File: config.mk
export PLATFORM = sky130hd
export DESIGN_NAME = int_to_float_ctrl
export DESIGN_NICKNAME = d
export VERILOG_FILES = /design/src/rtl/int_to_float_ctrl.sv
export SDC_FILE = /design/constraint.sdc
export NUM_CORES = 1
export LEC_CHECK = 0
export CAP_MARGIN = 20
export CORE_ASPECT_RATIO = 0.6
export CORE_MARGIN = 1
export CORE_UTILIZATION = 35
export CTS_CLUSTER_DIAMETER = 50
export DETAILED_ROUTE_END_ITERATION = 16
export DONT_BUFFER_PORTS = 1
export HOLD_SLACK_MARGIN = 0.12
export PLACE_DENSITY_LB_ADDON = 0.15
export SLEW_MARGIN = 10
export SYNTH_ARGS = -nofsm -noshare
export SYNTH_HDL_FRONTEND = slang
export SYNTH_SLANG_ARGS = --single-unit
File: constraint.sdc
create_clock -name clk -period 2.57 [get_ports clk]
set_input_delay 0 -clock clk [delete_from_list [all_inputs] [get_ports clk]]
set_output_delay 0 -clock clk [all_outputs]
set_load 0.01 [all_outputs]
File: src/rtl/int_to_float_ctrl.sv
// Two-requester, round-robin, multi-cycle integer-to-IEEE-754 single converter.
// Optional two's-complement operands: define INT_TO_FLOAT_SIGNED_EN.
module int_to_float_ctrl #(
  parameter int WIDTH = 8
) (
  input  logic             clk,
  input  logic             rst_n,
  input  logic             req0,
  input  logic [WIDTH-1:0] a0,
  input  logic             req1,
  input  logic [WIDTH-1:0] a1,
  output logic             gnt0,
  output logic             gnt1,
  output logic             busy,
  output logic             done,
  output logic             done_id,
  output logic [31:0]      b
);

  typedef enum logic [1:0] {IDLE, NORM, PACK} state_t;

  localparam logic [7:0] EXP_TOP = 8'(127 + WIDTH - 1);

  state_t           state, state_nxt;
  logic [WIDTH-1:0] val;
  logic [4:0]       s;
  logic             neg;
  logic             id;
  logic             last;

  logic [WIDTH-1:0] sel;
  logic [WIDTH-1:0] mag;
  logic             sign_in;
  logic             norm_stop;
  logic [7:0]       exp_f;
  logic [22:0]      mant;
  logic [31:0]      packed_f;

  assign busy      = (state != IDLE);
  assign norm_stop = (val == '0) || val[WIDTH-1];
  assign sel       = gnt1 ? a1 : a0;

`ifdef INT_TO_FLOAT_SIGNED_EN
  // Negating as unsigned WIDTH bits keeps the most-negative value exact.
  assign sign_in = sel[WIDTH-1];
  assign mag     = sign_in ? -sel : sel;
`else
  assign sign_in = 1'b0;
  assign mag     = sel;
`endif

  // NOTE: every output of a combinational block gets a default first, so no
  // path leaves a signal unassigned and no latch is inferred.
  always_comb begin
    gnt0      = 1'b0;
    gnt1      = 1'b0;
    state_nxt = state;
    unique case (state)
      IDLE: begin
        if (rst_n) begin
          if (req0 && (!req1 || last)) gnt0 = 1'b1;
          else if (req1)               gnt1 = 1'b1;
        end
        if (gnt0 || gnt1) state_nxt = NORM;
      end
      NORM:    if (norm_stop) state_nxt = PACK;
      PACK:    state_nxt = IDLE;
      default: state_nxt = IDLE;
    endcase
  end

  always_comb begin
    exp_f                = EXP_TOP - {3'b000, s};
    mant                 = '0;
    mant[22 -: WIDTH-1]  = val[WIDTH-2:0];
    packed_f             = (val == '0) ? 32'h0000_0000 : {neg, exp_f, mant};
  end

  // NOTE: sequential state uses non-blocking assignments only, so every
  // register samples pre-edge values regardless of statement order.
  always_ff @(posedge clk or negedge rst_n) begin
    if (!rst_n) begin
      state   <= IDLE;
      val     <= '0;
      s       <= '0;
      neg     <= 1'b0;
      id      <= 1'b0;
      last    <= 1'b1;
      done    <= 1'b0;
      done_id <= 1'b0;
      b       <= '0;
    end else begin
      state <= state_nxt;
      done  <= (state == PACK);
      if (gnt0 || gnt1) begin
        val  <= mag;
        s    <= '0;
        neg  <= sign_in;
        id   <= gnt1;
        last <= gnt1;
      end
      if (state == NORM && !norm_stop) begin
        val <= val << 1;
        s   <= s + 5'd1;
      end
      if (state == PACK) begin
        b       <= packed_f;
        done_id <= id;
      end
    end
  end

endmodule

After elaboration in Yosys (flattened, before gate mapping)
Index checks and enable logic that the tools add are counted.
- flip-flop bits (word level): 51
- bits of input ports: 20
- output and inout port bits: 37
- word-level logic and storage cells: 45
- $add $sub $neg: 2
- eq/ne operators: 4
- multiplexer cells: 18
- reductions and logical operators: 13
- operators by type and width (cell ; number):
    31-bit two-way mux ; 1
    8-bit two-way mux ; 3
    5-bit two-way mux ; 2
    1-bit two-way mux ; 9
    8-bit logical NOT ; 1
    8-bit by 5-bit subtractor with 8-bit output (first input constant) ; 1
    5-bit by 1-bit adder with 5-bit output (second input constant) ; 1
    1-bit logical OR ; 4
    2-bit two-way mux ; 2
    2-bit inequality test (second input constant) ; 2
    2-bit case mux with 2 select lines ; 1
    2-bit nonzero test ; 2
    2-bit by 1-bit == test with 1-bit output (second input constant) ; 1
    2-bit == test (second input constant) ; 1
    1-bit logical AND ; 2
    1-bit logical NOT ; 2
    2-bit logical NOT ; 1
    2-bit AND reduction ; 1

Logic depth before layout (Yosys ltp)
Gate-level depths: netlist of the first run.
- word-level depth: 10
- depth in mapped cells: 5
- gate-level depth less buffers: 5

Worst setup path before layout of the first run
No wires, ideal clock.
- path type: reg-to-reg
- start: register state[1]
- end: register val[0]
- setup time: 0.148 ns
- arrival: 1.215 ns
- path slack: 1.207 ns
- stages on the path, launching flop included: 5
- period minus slack after synthesis: 1.363 ns
- path through: dfrtp_1 nor3b_4 a21boi_4 buf_6 o22ai_1
- longest elaborated chain between the ends: 5
- elaborated cells between the ends (all ways): 10
- those cells by class: eq/ne: 1; mux: 5; reduce/logical: 4
- ends and longest elaborated chain (element ; line ; text):
    start, declared ; 24 ; state_t state, state_nxt;
    start signal, assigned ; 93 ; state <= state_nxt;
    2-bit logical NOT ; 58 ; unique case (state)
    1-bit two-way mux ; 58 ;
    8-bit two-way mux ; 41 ; assign sel = gnt1 ? a1 : a0;
    8-bit two-way mux ; 95 ; if (gnt0 || gnt1) begin
    8-bit two-way mux ; 102 ; if (state == NORM && !norm_stop) begin
    end signal, assigned ; 96 ; val <= mag;
    end signal, assigned ; 103 ; val <= val << 1;
    end, declared ; 25 ; logic [WIDTH-1:0] val;
Parallel ways exist; a longest one is shown, timed or not. The select of a mux whose other input is x is not followed.
A chain may end at the register's enable or synchronous reset.

Worst setup path in the final report of the first run
- start: input port rst_n
- end: register val[0]
- longest elaborated chain between the ends: 6
- elaborated cells between the ends (all ways): 11
- those cells by class: mux: 9; reduce/logical: 2
- ends and longest elaborated chain (element ; line ; text):
    start, declared ; 7 ; input logic rst_n,
    1-bit two-way mux ; 60 ; if (rst_n) begin
    1-bit two-way mux (2 in series) ; 58 ;
    8-bit two-way mux ; 41 ;
    8-bit two-way mux ; 95 ;
    8-bit two-way mux ; 102 ;
Parallel ways exist; a longest one is shown, timed or not. The select of a mux whose other input is x is not followed.

==> run summary, run 1 <==
Data arrives at the worst endpoint at 2.25 ns. The category of the worst setup path launch point was an input port. The run gives 49.71% as the sequential-to-total area share from yosys stat. The logs give 0.4729 GHz for the fmax and 57 for the count of boundary I/O pins.

TritonCTS built the clock tree. Of all flip-flops after synthesis, the portion carrying an async set or reset was 100.0%. In this run the worst hold path is classified as input port to register. By count the netlist is led by 49 x nand2_1, 33 x dfrtp_1, 17 x buf_4. For this block, the via count after detailed routing is 1,341. In this run the tightest slew margin relative to its limit is 59.34%.

The site row count was 19; the number of CTS-inserted buffers was 5. The run gives 2 as the count of H-tree levels built during CTS. The number of antenna repair diodes is 0. The total congestion overflow is 0, and the number of endpoints failing setup at the final stage is 0. The final number of hold-violating endpoints was 0.

The count of buffers from port buffering was 0; the detailed-router iteration count before antenna repair was 4. The distinct cell type count after synthesis is 38, and the detailed placer's ending HPWL is 2.642 mm. The first routing iteration left 85 violations. The die is 92.35 µm wide. The number of synthesized register bits is 34, and the sum of negative setup slack is 0 ns. The run finished with clean final reports. The synthesized area per cell works out to 9.576 µm².

The floorplan step defined a die boundary enclosing 0.005191 mm². Via count of the first global-routing pass: 1,308. Setup repair after global routing left no endpoint under its margin. The final layout contains 225 nets. The peak supply drop is 352.2 µV, and the layout-stage area growth over the synthesis result is 18.54%. The number of max-slew violations in the final report is 0.

Counting flops with a built-in enable in the synthesized netlist gives 0. The worst setup path is captured at a register. Global routing consumed, over all layers together, 16.37% of the routing resources. The number of clock sinks is 34, and the total number of yosys warnings is 0. For the total power after layout, the log shows 0.002035 W. The post-synthesis cell count is 179. The layout has 463 filler cells. Clock-pin slew was measured on the worst setup and hold paths at 0.07 ns.

Entering global routing, the biggest net connects 36 pins. The proportion of netlist area held by the largest area contributor was 48.18%. The initial antenna violation count is 0. Summed over all layers, the routed wires come to 3.821 mm. The total leakage power is 0.9188 nW. The buffer type at the clock tree root is clkbuf_8.

For this configuration, the core starts out at a cell density of 36.98%. Summed over all instances, the cell type with the most area after synthesis is dfrtp_1. In the final layout, the share of cells above drive strength 1 is 9.756%.

The post-layout minimum cycle time was 2.115 ns; the final worst clock skew was 0.006035 ns. By instance count, the leading cell after synthesis is nand2_1. The run gives 2 as the maximum clock insertion buffer count. Startpoint-to-endpoint class of the critical path: input port to register. Measured along the y axis, the die boundary spans 56.21 µm. By area the synthesized netlist is led by dfrtp_1 48%, nand2_1 11%, buf_4 7.4%, o32ai_1 3.6%, o21ai_0 3.2%. Clock latency on the worst-skew pair, taken at its later pin, is 0.28 ns.

Max-cap check violation count: 0. The number of gates resized after CTS was 0. Power spread over the standard cell area amounts to 1001 mW/mm². For the pin with the worst max-slew slack, the measured transition is 0.6086 ns. The wire length of the first global-routing pass was 6.437 mm. At the worst endpoint, the required time is 2.71 ns. In this run the cell area of the synthesized design comes to 0.001714 mm². The floorplan step defined a core boundary enclosing 0.004636 mm². Dividing the detail-routed via count by the number of cells gives 5.004. Dividing the detail-routed wire length by the instance count gives 14.26 µm. The most used flip-flop cell after synthesis is dfrtp_1. Of all nets on the critical path, the largest fanout is 35. The run gives 0 as the number of DRC violations after detailed routing. At the end of routability-driven placement, the weighted congestion stood at 0.8170. Share of the clock period used by the worst path after layout: 82.29%. The post-route antenna net violation count came out at 0.
-- power by group --
part / switching [W] / internal [W]
clock network: 0.000193 / 0.000215
logic: 0.000354 / 0.000269
registers: 0.000255 / 0.000748
-- critical path, cell delays in order --
cell,delay (ns)
dlygate4sd3_1,0.59
buf_12,0.23
nor3b_2,0.39
nand3_1,0.21
mux2i_1,0.19
dlygate4sd3_1,0.56
o22ai_1,0.07
-- path summary, 6_finish.rpt --
check	start	slack, ns	end	cells past startpoint
max	rst_n	0.46	val[0]	7
min	req1	0.12	state[0]	2
max reg2reg	state[1]	0.56	val[0]	5
min reg2reg	id	0.54	done_id	2
max in group asynchronous	rst_n	2.15	last	2
min in group asynchronous	rst_n	0.18	b[18]	2
-- metal layers --
layer	vias to the layer above	routed length, µm	global-route usage, %
li1	632	-	-
met1	630	1833	23.08
met2	70	1547	22.65
met4	0	78	5.804
met5	-	0	0
met3	9	361	6.284
-- cells in the final DEF, fill, tap and decap left out, types with 3 or more instances in the layout --
cell type / instances
o32ai_1: 7
inv_1: 7
nand3_1: 3
dlygate4sd3_1: 20
conb_1: 17
o21ai_0: 11
o21ai_1: 9
dfrtp_1: 33
o2bb2ai_1: 6
nor2b_1: 3
clkbuf_8: 6
nand2_1: 49
-- stage by stage --
step | utilization [%] | instance area [µm²] | hold WS [ns] | setup WS (ns) | cells
final | 43.83 | 2032 | 0.1194 | 0.4552 | 268
after global routing | 43.83 | 2032 | 0.1721 | 0.2636 | 268
after CTS | 43.83 | 2032 | 0.1246 | 0.4142 | 268
after detailed placement | 37.03 | 1717 | -0.2948 | 0.8691 | 239
after global placement | 37.03 | 1717 | -0.2947 | 0.9493 | 239
after floorplan | - | 1774 | -0.2956 | 1.207 | 195
-- flip-flops by register name (all words and copies together) (netlist names) --
name,count
id,1
last,1
done,1
state,2
done_id,1
b,15
val,8
s,5
-- area by class of cell --
class	instances	area (µm²)	share of cell area, %
sequential	34	852.1	41.93
multi-input combinational	132	740.7	36.45
timing repair buffer	23	235.2	11.58
clock buffer	6	82.58	4.064
tap	63	78.83	3.879
inverter	8	30.03	1.478
clock inverter	2	12.51	0.6158
-- repair_timing --
item / in CTS / in global routing
setup buffers: 0 / 0
hold buffers: 21 / 0
endpoints found under the hold margin: 47 / 0
-- kinds of logic after synthesis --
| kind of cell | after synthesis | synth area share, % |
|---|---|---|
| AOI/OAI and AO/OA | 43 | 17.66 |
| xor gates and xnor gates | 2 | 1.022 |
| muxes | 2 | 1.168 |
| and+or+nand+nor | 67 | 18.91 |
| adders and majority gates | 1 | 0.7298 |
| other | 1 | 0.2188 |
| buffers and inverters | 29 | 10.58 |
| DFF | 34 | 49.71 |
Note: power is estimated with default switching activity, not from simulation.
==> run 2, diff against run 1 <==
Clock period 2.57 ns to 2.2 ns, I/O delays scaled along.
==> run summary, run 2 (synthesized netlist as in run 1, its figures left out) <==
Clock-pin transition on the worst setup and hold timing paths: 0.06 ns (was 0.07 ns). The layer with the highest usage after global routing was met2 (was met1). The via count of the first global-routing pass was 1,251 (was 1,308); the total congestion overflow was 0 (unchanged). The signal arrival time at the worst endpoint came out at 2.23 ns (was 2.25 ns). The commonest non-fill, non-tap cell in the layout is nand2_1 (unchanged). Number of cells on the critical path: 5 (was 7). The largest fanout on the critical path was 9 (was 35); the post-cts resize count was 0 (unchanged). The fraction of power spent switching nets came out at 38.90% (was 39.44%). The logs give 0.0009183 W (was 0.0008026 W) for the net load switching power and 30.8% (was 30.6%) for the combinational share of power. Derived from the worst setup path, the maximum achievable clock frequency is 0.4904 GHz. The number of flip-flops under the largest register name works out to 15 (unchanged).

The type of element capturing the critical path was a register (unchanged). The slew at the pin closest to its max-slew limit was 0.6779 ns (was 0.6086 ns); the number of clock sinks was 34 (unchanged). Worst path required time: 2.40 ns (was 2.71 ns). The maximum clock insertion buffer count came out at 2 (unchanged). The logs give 57 (unchanged) for the count of boundary I/O pins and 0.004636 mm² (unchanged) for the core footprint. Commonest non-fill, non-tap cells in the layout: 49 x nand2_1, 33 x dfrtp_1, 19 x dlygate4sd3_1 (was 49 x nand2_1, 33 x dfrtp_1, 20 x dlygate4sd3_1).

The run gives 49.8% (was 49.3%) as the register share of total power. The flow ran to the end, and the final reports show no timing, DRC or antenna violations. The run gives 19.4% (was 20.1%) as the share of total power in the clock network.

The last weighted congestion value of the routability-driven placer is 0.7647 (was 0.8170). The floorplan die area is 0.005191 mm² (unchanged). The number of vias per cell was 4.835 (was 5.004); the number of max-slew violations in the final report was 0 (unchanged). The tools report the final standard cell utilization of the core as 43.51% (was 43.83%). The detailed-router iteration count before antenna repair was 4 (unchanged); the count of filler cells inserted in the layout was 459 (was 463).

TritonCTS built the clock tree. The path category of the worst min-delay check was input port to register (unchanged). The family of cells with the greatest summed delay on the critical path was buffers and inverters (unchanged). Setup repair after global routing left no endpoint under its margin. The largest register by flop count was b (unchanged). The count of H-tree levels built during CTS is 2 (unchanged).

Worst-skew pair later-pin latency: 0.27 ns (was 0.28 ns). The tools report the peak supply drop as 493.5 µV (was 352.2 µV). The logs give 5 (unchanged) for the number of CTS-inserted buffers and 0 (unchanged) for the initial antenna violation count. The total leakage power came out at 0.9129 nW (was 0.9188 nW). The cell depth of the worst hold path came out at 3 (was 2).

The routing usage on met2 came out at 24.55% (was 22.65%). Total vias in the final route: 1,291 (was 1,341). The post-CTS setup buffer count came out at 0 (unchanged). The average wire per standard cell works out to 14.31 µm (was 14.26 µm). Largest registers in the final layout: b (15), val (8), s (5) (unchanged). Cells along the critical path: nor2b_1 -> o32ai_1 -> dlygate4sd3_1 -> o2bb2ai_1 -> o21ai_1 (was dlygate4sd3_1 -> buf_12 -> nor3b_2 -> nand3_1 -> mux2i_1 -> dlygate4sd3_1 -> o22ai_1). The proportion of layout cells with a drive suffix above 1 was 8.824% (was 9.756%).

Power per cell area: 1171 mW/mm² (was 1001 mW/mm²). The max-slew headroom at the worst pin is 54.72% (was 59.34%), and the internal power summed over all cells is 0.001443 W (was 0.001232 W). The tools report the number of DRC violations after detailed routing as 0 (unchanged). The tools report the met1 capacity usage during global routing as 22.84% (was 23.08%). The number of antenna repair diodes is 0 (unchanged), and the layout-stage area growth over the synthesis result is 17.66% (was 18.54%). The count of buffers from port buffering is 0 (unchanged). The number of DRC markers in iteration 0 was 71 (was 85); the number of endpoints failing setup at the final stage was 0 (unchanged). The tools report the detailed placer's ending HPWL as 2.591 mm (was 2.642 mm). The run gives 3.820 mm (was 3.821 mm) as the final wirelength.

The effective utilization at floorplan came out at 36.98% (unchanged). The master of the slowest instance on the critical path was dlygate4sd3_1 (unchanged). The startpoint-to-endpoint class of the critical path was register to register (was input port to register). The number of cells traversed by the worst register-to-register path is 5 (unchanged), and the final worst clock skew is 0.004147 ns (was 0.006035 ns). The overall routing resource usage is 16.60% (was 16.37%). The die width was 92.35 µm (unchanged); the share of the clock period used by the worst path after layout was 92.69%.

Sum of negative setup slack: 0 ns (unchanged). The wire length of the first global-routing pass was 6.472 mm (was 6.437 mm); the die outline height was 56.21 µm (unchanged). The final number of hold-violating endpoints was 0 (unchanged); the met3 usage was 6.557% (was 6.284%). For the max-cap check violation count, the log shows 0 (unchanged). Subtracting the final worst setup slack from the clock period gives 2.039 ns. The layout net count is 224 (was 225). The tools report the buffer type at the clock tree root as clkbuf_8 (unchanged). The number of buffers and inverters on the critical path is 1 (was 3), and the largest net degree at the start of global routing is 35 (was 36). Category of the worst setup path launch point: a register (was an input port).

The post-route antenna net violation count came out at 0 (unchanged). The largest incremental delay on the critical path came out at 0.59 ns (about the same). The site row count came out at 19 (unchanged).
## run 2: changes by cell type in the layout (fill, tap and decap cells not counted), sizes merged
cell and change:
clkbuf +2, clkinv -1, clkinvlp -1, dlygate4sd3 -1
## run 2: area by class of cell
class / instances / area, µm² / share of cell area (%)
Sequential cell: 34 / 852.1 / 42.25
Multi-Input combinational cell: 132 / 740.7 / 36.72
Timing Repair Buffer: 22 / 225.2 / 11.17
Clock buffer: 8 / 90.09 / 4.467
Tap cell: 63 / 78.83 / 3.908
Inverter: 8 / 30.03 / 1.489
## run 2: final timing paths
path	slack [ns]	from	end
worst max register to register	0.16	last	val[4]
worst min register to register	0.54	id	done_id
max in group asynchronous	1.68	rst_n	last
worst max-delay path	0.16	last	val[4]
min in group asynchronous	0.27	rst_n	b[16]
worst min-delay path	0.13	req0	s[1]
## run 2: power groups by stage
| stage | clock [W] | combinational, W | sequential [W] |
|---|---|---|---|
| detailed placement | 0 | 0.000646 | 0.00119 |
| finish | 0.000458 | 0.000726 | 0.00118 |
| global placement | 0 | 0.000635 | 0.00118 |
| floorplan | 0 | 0.000543 | 0.00111 |
| global route | 0.000512 | 0.000849 | 0.00121 |
| CTS | 0.000478 | 0.000735 | 0.00118 |
## run 2: layer usage
metal  part of all wire [%]  wire length (µm)  vias to the layer above
li1                       -                 -                      624
met1                     47              1782                      596
met2                     43              1626                       67
met3                     10               384                        4
met4                   0.71                27                        0
met5                      0                 0                        -
## run 2: timing repair
action / in CTS / in global routing
endpoints found under the setup margin: 0 / 0
endpoints found under the hold margin: 44 / 0
hold buffers: 20 / 0
## run 2: worst min-delay path, stage by stage
cell	delay, ns
o21ai_0	0.18
nand2_1	0.13
o21ai_1	0.05
## run 2: per-stage QoR
step	worst slack [ns]	power [W]	instance area, µm²	hold slack, ns	instances
global placement	0.5927	0.001817	1717	-0.2947	239
floorplan	0.8374	0.001653	1774	-0.2956	195
finish	0.1607	0.002361	2017	0.1262	267
CTS	0.1730	0.002390	2017	0.1316	267
detailed placement	0.5279	0.001834	1717	-0.2947	239
global route	0.01987	0.002571	2017	0.2108	267
==> run 3, diff against run 2 <==
Settings changed: CORE_ASPECT_RATIO 0.6 to 0.8, CTS_BUF_LIST set to sky130_fd_sc_hd__clkbuf_8 sky130_fd_sc_hd__clkbuf_16.
==> run summary, run 3 (synthesized netlist as in run 1, its figures left out) <==
The tools report the register share of total power as 47.8% (was 49.8%). The run gives 406.5 µV (was 493.5 µV) as the peak supply drop. For the layout net count, the log shows 225 (was 224). The number of antenna repair diodes was 0 (unchanged). Commonest non-fill, non-tap cells in the layout: 49 x nand2_1, 33 x dfrtp_1, 20 x dlygate4sd3_1 (was 49 x nand2_1, 33 x dfrtp_1, 19 x dlygate4sd3_1). The total leakage power came out at 0.9289 nW (was 0.9129 nW). The run gives 57 (unchanged) as the count of boundary I/O pins. The buffer type at the clock tree root is clkbuf_8 (unchanged). The total congestion overflow was 0 (unchanged); the detailed placer's ending HPWL was 2.519 mm (was 2.591 mm). The number of CTS-inserted buffers is 5 (unchanged), and the max-slew headroom at the worst pin is 59.13% (was 54.72%).

The share of total power in the clock network is 23.3% (was 19.4%), and the layout-stage area growth over the synthesis result is 19.34% (was 17.66%). The maximum clock insertion buffer count was 2 (unchanged). The largest net degree at the start of global routing was 36 (was 35). The tools report the final wirelength as 3.694 mm (was 3.820 mm).

The post-route antenna net violation count is 0 (unchanged), and the fmax is 0.5038 GHz (was 0.4904 GHz). The source of the worst hold timing path is req1 (was req0). The detailed-router iteration count before antenna repair is 4 (unchanged), and the number of vias per cell is 4.917 (was 4.835). The number of DRC markers in iteration 0 is 84 (was 71), and the site row count is 22 (was 19). The run gives 2.40 ns (about the same) as the worst path required time. The largest register by flop count is b (unchanged). For the initial antenna violation count, the log shows 0 (unchanged).

The type of element capturing the critical path is a register (unchanged). The core footprint was 0.004652 mm² (was 0.004636 mm²); the number of cells traversed by the worst register-to-register path was 5 (unchanged). The proportion of layout cells with a drive suffix above 1 was 9.314% (was 8.824%); the worst-skew pair later-pin latency was 0.28 ns (was 0.27 ns).

Cells along the critical path: nor2b_1 -> o32ai_1 -> dlygate4sd3_1 -> o2bb2ai_1 -> o21ai_1 (unchanged). The path category of the worst min-delay check is input port to register (unchanged). The logs give 0.001548 W (was 0.001443 W) for the internal power summed over all cells and 1,296 (was 1,251) for the via count of the first global-routing pass. TritonCTS built the clock tree. The average wire per standard cell is 13.99 µm (was 14.31 µm). The combinational share of power is 28.9% (was 30.8%), and the number of endpoints failing setup at the final stage is 0 (unchanged).

The cell depth of the worst hold path is 2 (was 3), and the wire length of the first global-routing pass is 6.134 mm (was 6.472 mm). Final number of hold-violating endpoints: 0 (unchanged). The total power after layout is 0.002463 W (was 0.002361 W). Number of DRC violations after detailed routing: 0 (unchanged).

Startpoint-to-endpoint class of the critical path: register to register (unchanged). Count of buffers from port buffering: 0 (unchanged). The net load switching power was 0.0009151 W (was 0.0009183 W); the number of clock sinks was 34 (unchanged). For the last weighted congestion value of the routability-driven placer, the log shows 0.8182 (was 0.7647). The count of filler cells inserted in the layout came out at 474 (was 459). The slew at the pin closest to its max-slew limit came out at 0.6117 ns (was 0.6779 ns).

The run gives 0.009126 ns (was 0.004147 ns) as the final worst clock skew. The family of cells with the greatest summed delay on the critical path was buffers and inverters (unchanged). The number of max-slew violations in the final report is 0 (unchanged). The master of the slowest instance on the critical path was dlygate4sd3_1 (unchanged).

The power per cell area was 1204 mW/mm² (was 1171 mW/mm²). Count of H-tree levels built during CTS: 2 (unchanged). The worst setup slack for register-to-register paths was 0.21 ns (was 0.16 ns). The overall routing resource usage came out at 15.85% (was 16.60%). The post-cts resize count was 0 (unchanged). The run gives 1,298 (was 1,291) as the total vias in the final route. The flow ran to the end, and the final reports show no timing, DRC or antenna violations. Source of the worst register-to-register timing path: last (unchanged).

The run gives 0.001713 mm² (was 0.001717 mm²) as the area of placed instances. The met3 usage was 4.789% (was 6.557%). The signal arrival time at the worst endpoint was 2.19 ns (was 2.23 ns); the floorplan die area was 0.005183 mm² (was 0.005191 mm²). The largest fanout on the critical path works out to 9 (unchanged). Largest registers in the final layout: b (15), val (8), s (5) (unchanged). The commonest non-fill, non-tap cell in the layout is nand2_1 (unchanged). The largest incremental delay on the critical path is 0.60 ns (was 0.59 ns). The tools report the worst min-delay path endpoint as state[0] (was s[1]). Die width: 80.24 µm (was 92.35 µm). The tools report the effective utilization at floorplan as 36.85% (was 36.98%). The post-layout minimum cycle time was 1.985 ns (was 2.039 ns). The sum of negative setup slack came out at 0 ns (unchanged).

The met1 capacity usage during global routing is 20.05% (was 22.84%), and the fraction of power spent switching nets is 37.16% (was 38.90%). The category of the worst setup path launch point was a register (unchanged). The die outline height works out to 64.60 µm (was 56.21 µm). The run gives 23.82% (was 24.55%) as the routing usage on met2. The endpoint of the most critical register-to-register path was val[4] (unchanged).

The layer with the highest usage after global routing is met2 (unchanged). Number of buffers and inverters on the critical path: 1 (unchanged). The clock-pin transition on the worst setup and hold timing paths is 0.07 ns (was 0.06 ns), and the share of the clock period used by the worst path after layout is 90.23% (was 92.69%).

Setup repair after global routing left no endpoint under its margin. The number of flip-flops under the largest register name came out at 15 (unchanged). The max-cap check violation count is 0 (unchanged), and the cell area after layout is 0.002046 mm² (was 0.002017 mm²).
[run 3: worst max path at each step]
stage	slack [ns]	endpoint	depth (start not counted)	start
after floorplan	0.84	val[0]	4	state[1]
after global placement	0.60	s[4]	4	state[1]
after detailed placement	0.55	s[2]	4	state[1]
after CTS	0.28	val[6]	5	last
after global routing	0.06	val[6]	5	last
final	0.21	val[4]	5	last
[run 3: per-layer routing]
layer | routed length, µm | vias up | part of all wire [%]
li1 | - | 622 | -
met3 | 232 | 11 | 6.3
met5 | 0 | - | 0
met1 | 1707 | 614 | 46
met4 | 97 | 0 | 2.6
met2 | 1656 | 51 | 45
[run 3: timing repair]
action	4_1_cts	5_1_grt
hold buffers	21	0
setup buffers	0	0
endpoints found under the hold margin	45	0
[run 3: layout make-up]
class | count | area (µm²) | area share [%]
sequential | 34 | 852.1 | 41.65
multi-input combinational | 132 | 740.7 | 36.21
timing repair buffer | 23 | 235.2 | 11.50
clock buffer | 6 | 82.58 | 4.037
tap | 60 | 75.07 | 3.670
clock inverter | 1 | 30.03 | 1.468
inverter | 8 | 30.03 | 1.468
[run 3: through the flow]
step | cells | util (%) | hold WS [ns] | setup slack, ns
after floorplan | 195 | - | -0.2956 | 0.8374
after global placement | 236 | 36.82 | -0.2948 | 0.6000
after detailed placement | 236 | 36.82 | -0.2950 | 0.5491
after CTS | 264 | 43.98 | 0.1312 | 0.2751
after global routing | 264 | 43.98 | 0.1487 | 0.05839
final | 264 | 43.98 | 0.1241 | 0.2149
[run 3: power groups by stage]
stage / Combinational, W / Clock, W / Sequential [W]
2_1_floorplan: 0.000543 / 0 / 0.00111
3_5_place_dp: 0.000637 / 0 / 0.00119
4_1_cts: 0.000718 / 0.000592 / 0.00118
6_report: 0.000712 / 0.000573 / 0.00118
5_1_grt: 0.000814 / 0.000620 / 0.00121
3_3_place_gp: 0.000628 / 0 / 0.00118
